<file path="src/rtl/timer_pkg.sv">
// Shared types and constants for the loadable down-timer.
package timer_pkg;

    localparam int unsigned TIMER_WIDTH_DEFAULT = 4;

    typedef enum logic [1:0] {
        IDLE = 2'd0,
        RUN  = 2'd1,
        DONE = 2'd2
    } timer_state_t;

endpackage

</file>
<file path="src/rtl/down_counter_core.sv">
// Count register owned by the timer: clear, parallel load and decrement, in that priority.
module down_counter_core
    import timer_pkg::*;
#(
    parameter int unsigned WIDTH = TIMER_WIDTH_DEFAULT
) (
    input  logic             clk,
    input  logic             rst,
    input  logic             clr,
    input  logic             load,
    input  logic [WIDTH-1:0] load_data,
    input  logic             dec,
    output logic [WIDTH-1:0] Q
);

    logic [WIDTH-1:0] count_q;
    logic [WIDTH-1:0] count_d;

    always_comb begin
        count_d = count_q;
        if (clr) begin
            count_d = '0;
        end else if (load) begin
            count_d = load_data;
        end else if (dec) begin
            count_d = count_q - WIDTH'(1);
        end
    end

    always_ff @(posedge clk) begin
        if (rst) begin
            count_q <= '0;
        end else begin
            count_q <= count_d;
        end
    end

    assign Q = count_q;

endmodule

</file>
<file path="src/rtl/down_timer4bit.sv">
// Loadable down-timer with one-shot / auto-reload modes and a registered terminal-count pulse.
module down_timer4bit
    import timer_pkg::*;
#(
    parameter int unsigned WIDTH = TIMER_WIDTH_DEFAULT
) (
    input  logic             clk,
    input  logic             rst,
    input  logic             start,
    input  logic             stop,
    input  logic             en,
    input  logic             auto_reload,
    input  logic [WIDTH-1:0] load_val,
    output logic [WIDTH-1:0] Q,
    output logic             tc,
    output logic             busy,
    output logic             done
);

    timer_state_t     state_q, state_d;
    logic [WIDTH-1:0] reload_q, reload_d;
    logic             auto_q, auto_d;
    logic             tc_q, tc_d;

    logic             cnt_clr;
    logic             cnt_load;
    logic [WIDTH-1:0] cnt_load_data;
    logic             cnt_dec;

    always_comb begin
        state_d       = state_q;
        reload_d      = reload_q;
        auto_d        = auto_q;
        tc_d          = 1'b0;
        cnt_clr       = 1'b0;
        cnt_load      = 1'b0;
        cnt_load_data = load_val;
        cnt_dec       = 1'b0;

        if (stop) begin
            state_d = IDLE;
            cnt_clr = 1'b1;
        end else if (start) begin
            cnt_load = 1'b1;
            reload_d = load_val;
            auto_d   = auto_reload;
            if (load_val != '0) begin
                state_d = RUN;
            end else begin
                // Zero load finishes at once, even in auto-reload mode.
                state_d = DONE;
                tc_d    = 1'b1;
            end
        end else if (state_q == RUN && en) begin
            if (Q == '0) begin
                cnt_load      = 1'b1;
                cnt_load_data = reload_q;
            end else begin
                cnt_dec = 1'b1;
                if (Q == WIDTH'(1)) begin
                    tc_d    = 1'b1;
                    state_d = auto_q ? RUN : DONE;
                end
            end
        end
    end

    always_ff @(posedge clk) begin
        if (rst) begin
            state_q  <= IDLE;
            reload_q <= '0;
            auto_q   <= 1'b0;
            tc_q     <= 1'b0;
        end else begin
            state_q  <= state_d;
            reload_q <= reload_d;
            auto_q   <= auto_d;
            tc_q     <= tc_d;
        end
    end

    down_counter_core #(
        .WIDTH (WIDTH)
    ) u_core (
        .clk       (clk),
        .rst       (rst),
        .clr       (cnt_clr),
        .load      (cnt_load),
        .load_data (cnt_load_data),
        .dec       (cnt_dec),
        .Q         (Q)
    );

    assign tc   = tc_q;
    assign busy = (state_q == RUN);
    assign done = (state_q == DONE);

endmodule

</file>
<file path="config.mk">
export PLATFORM = sky130hd
export DESIGN_NAME = down_timer4bit
export DESIGN_NICKNAME = d
export VERILOG_FILES = /design/src/rtl/timer_pkg.sv /design/src/rtl/down_counter_core.sv /design/src/rtl/down_timer4bit.sv
export SDC_FILE = /design/constraint.sdc
export NUM_CORES = 1
export LEC_CHECK = 0
export ABC_AREA = 1
export CAP_MARGIN = 20
export CORE_MARGIN = 3
export CORE_UTILIZATION = 47
export DETAILED_ROUTE_END_ITERATION = 12
export PLACE_DENSITY_LB_ADDON = 0.1
export SLEW_MARGIN = 10
export SYNTH_ARGS = -nofsm -noshare
export SYNTH_HDL_FRONTEND = slang
export SYNTH_SLANG_ARGS = --single-unit
</file>
<file path="constraint.sdc">
create_clock -name clk -period 1.61 [get_ports clk]
set_clock_uncertainty 0.1 [all_clocks]
set_input_delay 0.161 -clock clk [delete_from_list [all_inputs] [get_ports clk]]
set_output_delay 0.161 -clock clk [all_outputs]
set_load 0.01 [all_outputs]
</file>
# == After elaboration in Yosys (flattened, before gate mapping) ==
# Index checks and enable logic that the tools add are counted.
# W data, S select, Z words.
# classes
n_addsub,1
multipliers,0
n_div,0
n_lt_le_gt_ge,0
eq_ne,4
n_shift,0
muxes,26
n_bitwise,1
reduce_logical,10
# op_table
cell,n
$mux W4,6
$mux W1,14
$mux W2,6
$reduce_bool A2 Y1,3
$eq A4 B1 Y1 const B,1
$logic_not A4 Y1,1
$reduce_bool A4 Y1,1
$reduce_or A2 Y1,2
$sub A4 B1 Y4 const B,1
$reduce_and A3 Y1,1
$eq A2 B1 Y1 const B,1
$eq A2 B2 Y1 const B,1
$ne A2 B2 Y1 const B,1
$reduce_and A2 Y1,1
$logic_and A1 B1 Y1,1
$not A1 Y1,1
# word_totals
regBits,12
latchBits,0
ram_bits,0
romBits,0
output_inout_bits,7
memories,0

# == Depth between registers and ports, before layout ==
# logic_depth
word_depth,7
ltp_mapped,10
ltp_nobuf,10

# == By module ==
# A second synthesis with hierarchy kept.
# hier_totals
hier_cells,119
area_unflattened_um2,734.5
# modules_own_cells
mod,instances,cells_each,area_each_um2,seq_area_each_um2
down_timer4bit,1,82,496.7,160.2
down_counter_core,1,37,237.7,80.1

# == Worst setup path before layout ==
# No wires, ideal clock.
# synth_timing
path_type,reg2reg
startpoint,"register u_core.count_q[0], in the netlist u_core.Q[0]"
endpoint,"register u_core.count_q[1], in the netlist u_core.Q[1]"
setup_ns,0.056
arrival_ns,1.325
t_required_ns,1.454
path_slack_ns,0.130
path_stages_with_launch,11
period_less_slack_ns,1.480
cell_sequence,dfxtp_1 > inv_1 > ha_1 > nand2_4 > inv_2 > nand2_2 > nand2_2 > or2_1 > nand3_1 > nand2_1 > inv_1
# synth_via
elab_chain_len,6
elab_cells_between_ends,17
cone_classes,add/sub (1); mux (14); reduce/logical (2)
# synth_lines
element,line_no,text
from (decl),down_counter_core.sv:16,logic [WIDTH-1:0] count_q;
from (signal assigned),down_counter_core.sv:34,count_q <= count_d;
$logic_not A4 Y1,down_timer4bit.sv:55,if (Q == '0) begin
$mux W4 / $mux W1 (equally long branches),down_timer4bit.sv:55,
$mux W4 / $mux W1 (equally long branches),down_timer4bit.sv:54,end else if (state_q == RUN && en) begin
$mux W4 / $mux W1 (equally long branches),down_timer4bit.sv:43,end else if (start) begin
$mux W4 / $mux W1 (equally long branches),down_timer4bit.sv:40,if (stop) begin
$mux W4 / $reduce_bool A2 Y1 (equally long branches),n/a,
# Parallel ways exist; a longest one is shown, timed or not. The select of a mux whose other input is x is not followed.
# A chain may end at the register's enable or synchronous reset.

# == Worst setup path after layout ==
# layout_timing
startpoint,"register u_core.count_q[2], in the netlist u_core.Q[2]"
endpoint,output Q[2]
# layout_rtl
element,line_no,text
to (decl),down_timer4bit.sv:14,"output logic [WIDTH-1:0] Q,"
# No word-level cell between the ends.

==> reports/metrics.csv <==
stage;metric;value;unit
timing;tightest_slew;0.234;ns
synthesis;syn_area;723;µm²
drt;vias;710;
die;die_w;45.2;µm
worst_setup_path;crit_required;1.35;ns
synthesis;synthSimpleGateAreaFrac;34.1;%
timing;hold_viol;0;
synthesis;synth_cell_types;25;
global_route;overflow;0;
worst_setup_path;worstSetupStartpoint;u_core.Q[2];
clock_tree;insertion_delay;0.28;ns
die;die_area;2050;µm²
synthesis;synth_xor_area_share;2.42;%
worst_setup_path;timing.rr.end;u_core.Q[1];
clock_tree;numCtsBuffers;3;
drt;post_drt_wl_per_cell;11.5;µm
worst_setup_path;cpMaxStageDelayCell;clkdlybuf4s50_1;
synthesis;synth_fp_nets;114;
synthesis;syn-instance-count;102;
drt;drc_errors;0;
clock_tree;cts_root_buf;clkbuf_4;
place;placedCellCount;138;
worst_setup_path;cp_data_arrival_time;1.28;ns
min_path;hp-class;input pin to flip-flop;
power;ir_worst_vdd;442;µV
synthesis;synth.most_common_cell;inv_1;
synthesis;synth_top_area_share;33.2;%
synthesis;synth_compound_area_share;16.6;%
clock_tree;tritoncts;done;
die;num_io_pins;17;
die;rows;13;
synthesis;synth_common_cells;inv_1, nor2_1, dfxtp_1, nand2_1, o21ai_0;
die;initial_utilization;52.9;%
power;p_int;519;µW
synthesis;synthArstFlopShare;0;%
power;p_seq_share;45.0;%
drt;drt-total-wl;1630;µm
place;gp_congestion;0.812;
power;p_switching;195;µW
synthesis;synth-edff-count;0;
worst_setup_path;crit_path_max_incr_delay;0.57;ns
worst_setup_path;reg2regPathDepth;10;
clock_tree;clockBufferDepth;2;
power;p_comb_share;20.6;%
layout;antenna_cells;0;
place;dpl.hpwl;1310;µm
synthesis;synth_top_family_by_area;simple AND/OR/NAND/NOR gates;
worst_setup_path;path_delay_family;buffers and inverters;
timing;setup_viol;0;
run;cap_violations;0;
layout;fin_nets;140;
worst_setup_path;path_buf_inv;1;
worst_setup_path;cp-start-kind;flip-flop;
clock_tree;htree_levels;1;
drt;drt_iter0_markers;19;
power;swShare;27.3;%
worst_setup_path;cp_max_fo;5;
timing;fin_crit;1.54;ns
global_route;grt_pass1_vias;637;
timing;timing.slew.headroom;84.3;%
synthesis;yosysWarningCount;0;
synthesis;synth_seq_cells;12;
die;core_area;1370;µm²
clock_tree;cts_setup_buffers;0;
power;cellPowerDensity;717;nW/µm²
timing;period_share;95.4;%
synthesis;postSynthAreaPerCell;7.09;µm²
drt;ant_nets;0;
timing;fmax;651;MHz
synthesis;yosys-top-cells-area;dfxtp_1, inv_1, o21ai_0;
synthesis;yosys.area.top_type;dfxtp_1;
synthesis;synth_fa_ha_area_share;3.46;%
place;portBuffers;16;
synthesis;synthFlopType;dfxtp_1;
layout;area_delta_synth_final;37.5;%
worst_setup_path;end_kind;output port;
drt;drtPass1Iterations;4;
timing;setup_tns;0;ns
worst_setup_path;r2r-start;u_core.Q[1];
worst_setup_path;endpoint;Q[2];
synthesis;muxShareOfSynthArea;0;%
outcome;status;finished clean;
worst_setup_path;worstSetupPathType;flip-flop to output port;
global_route;track_usage;17.9;%
timing;grt_setup_unrepaired;no;
synthesis;yosysSeqAreaShare;33.2;%
layout;final_cells;142;
global_route;grt_pass1_wl;2690;µm
timing;hold_ws;0.377;ns
power;leakage;0.000482;µW
global_route;grt_start_max_net_pins;9;
clock_tree;cts_sinks;12;
timing;drv_slew;0;
clock_tree;path_clk_slew;0.09;ns
drt;vias_per_cell;5.00;
power;clkPwrFrac;34.4;%
worst_setup_path;crit_chain;clkdlybuf4s50_1;
global_route;antenna_found_initial;0;
die;die-height;45.2;µm
worst_setup_path;r2r_setup_slack;0.15;ns
worst_setup_path;crit_cells;1;
layout;drive_above_1_share;21.3;%
what timing repair did:
action,4_1_cts,5_1_grt
pin swaps,0,0
setup endpoints to repair,1,6
hold buffers,0,0
resized for setup,1,5
layer usage:
layer	up-vias	GRT usage, %	routed length, µm
li1	377	-	-
met1	313	23.8	744
met2	17	29.9	793
met3	3	2.39	76
met4	0	5.26	12
met5	-	0	0
worst reg2reg max path: cells and delay by family, from the launching register on:
kind / cells / cell delay, ns
buf+inv: 3 / 0.20
flops: 1 / 0.37
fa+ha+maj: 1 / 0.19
simple gates: 6 / 0.55
how the worst min path moves through the flow:
stage	start	to	cells after the start
after floorplan	rst	reload_q[0]	1
after global placement	state_q[1]	state_q[1]	2
after detailed placement	state_q[1]	state_q[1]	2
after CTS	auto_reload	auto_q	3
after global routing	auto_reload	auto_q	3
final	auto_reload	auto_q	3
placed cells by master, fill, tap and decap left out:
master / count
inv_2: 4
o21ai_2: 1
o21ai_1: 1
dfxtp_2: 1
nand2_4: 2
dfxtp_1: 11
clkbuf_8: 1
inv_4: 1
buf_4: 5
nand3_1: 6
xor2_1: 1
a21oi_2: 1
a21oi_1: 8
nor2_2: 2
or2_1: 1
nor2_4: 2
nand3b_1: 2
nand4_1: 2
nor3_1: 1
nor2_1: 13
nand2_1: 11
ha_4: 1
ha_1: 1
dlymetal6s2s_1: 2
clkdlybuf4s50_1: 14
clkbuf_4: 3
o21ai_0: 10
nand3_4: 1
inv_1: 14
a211oi_1: 1
nand2_2: 2
xnor2_1: 1
kinds of logic (layout without fill, tap and decap cells):
group	Yosys count	after routing
flops	12	12
xor+xnor	2	2
simple gates	45	45
buf+inv	19	44
fa+ha+maj	2	2
compound gates	22	22
power by group through the flow:
stage	sequential (µW)	combinational (µW)	clock, µW
after CTS	320	145	251
after global placement	327	142	0
final	321	147	246
after floorplan	327	79.4	0
after global routing	322	164	264
after detailed placement	327	143	0
final cells by class:
type,count,area (µm²)
Sequential cell,12,241
Tap cell,15,18.8
Timing Repair Buffer,21,203
Inverter,19,73.8
Fill cell,128,372
Multi-Input combinational cell,71,422
Clock buffer,4,36.3
metrics by stage:
stage / power [µW] / cell area [µm²] / utilization [%] / setup WS, ns
after floorplan: 407 / 723 / - / 0.130
after global placement: 469 / 940 / 68.8 / 0.0504
after detailed placement: 471 / 940 / 68.8 / 0.0259
after CTS: 716 / 976 / 71.4 / 0.00262
after global routing: 750 / 995 / 72.8 / 0.0246
final: 713 / 995 / 72.8 / 0.0733
sequential cells by signal (all words and copies together), names as in the netlist:
register  count
tc            1
state_q       2
u_core.Q      4
auto_q        1
reload_q      4
No activity file was read; power rests on OpenSTA's default activity.
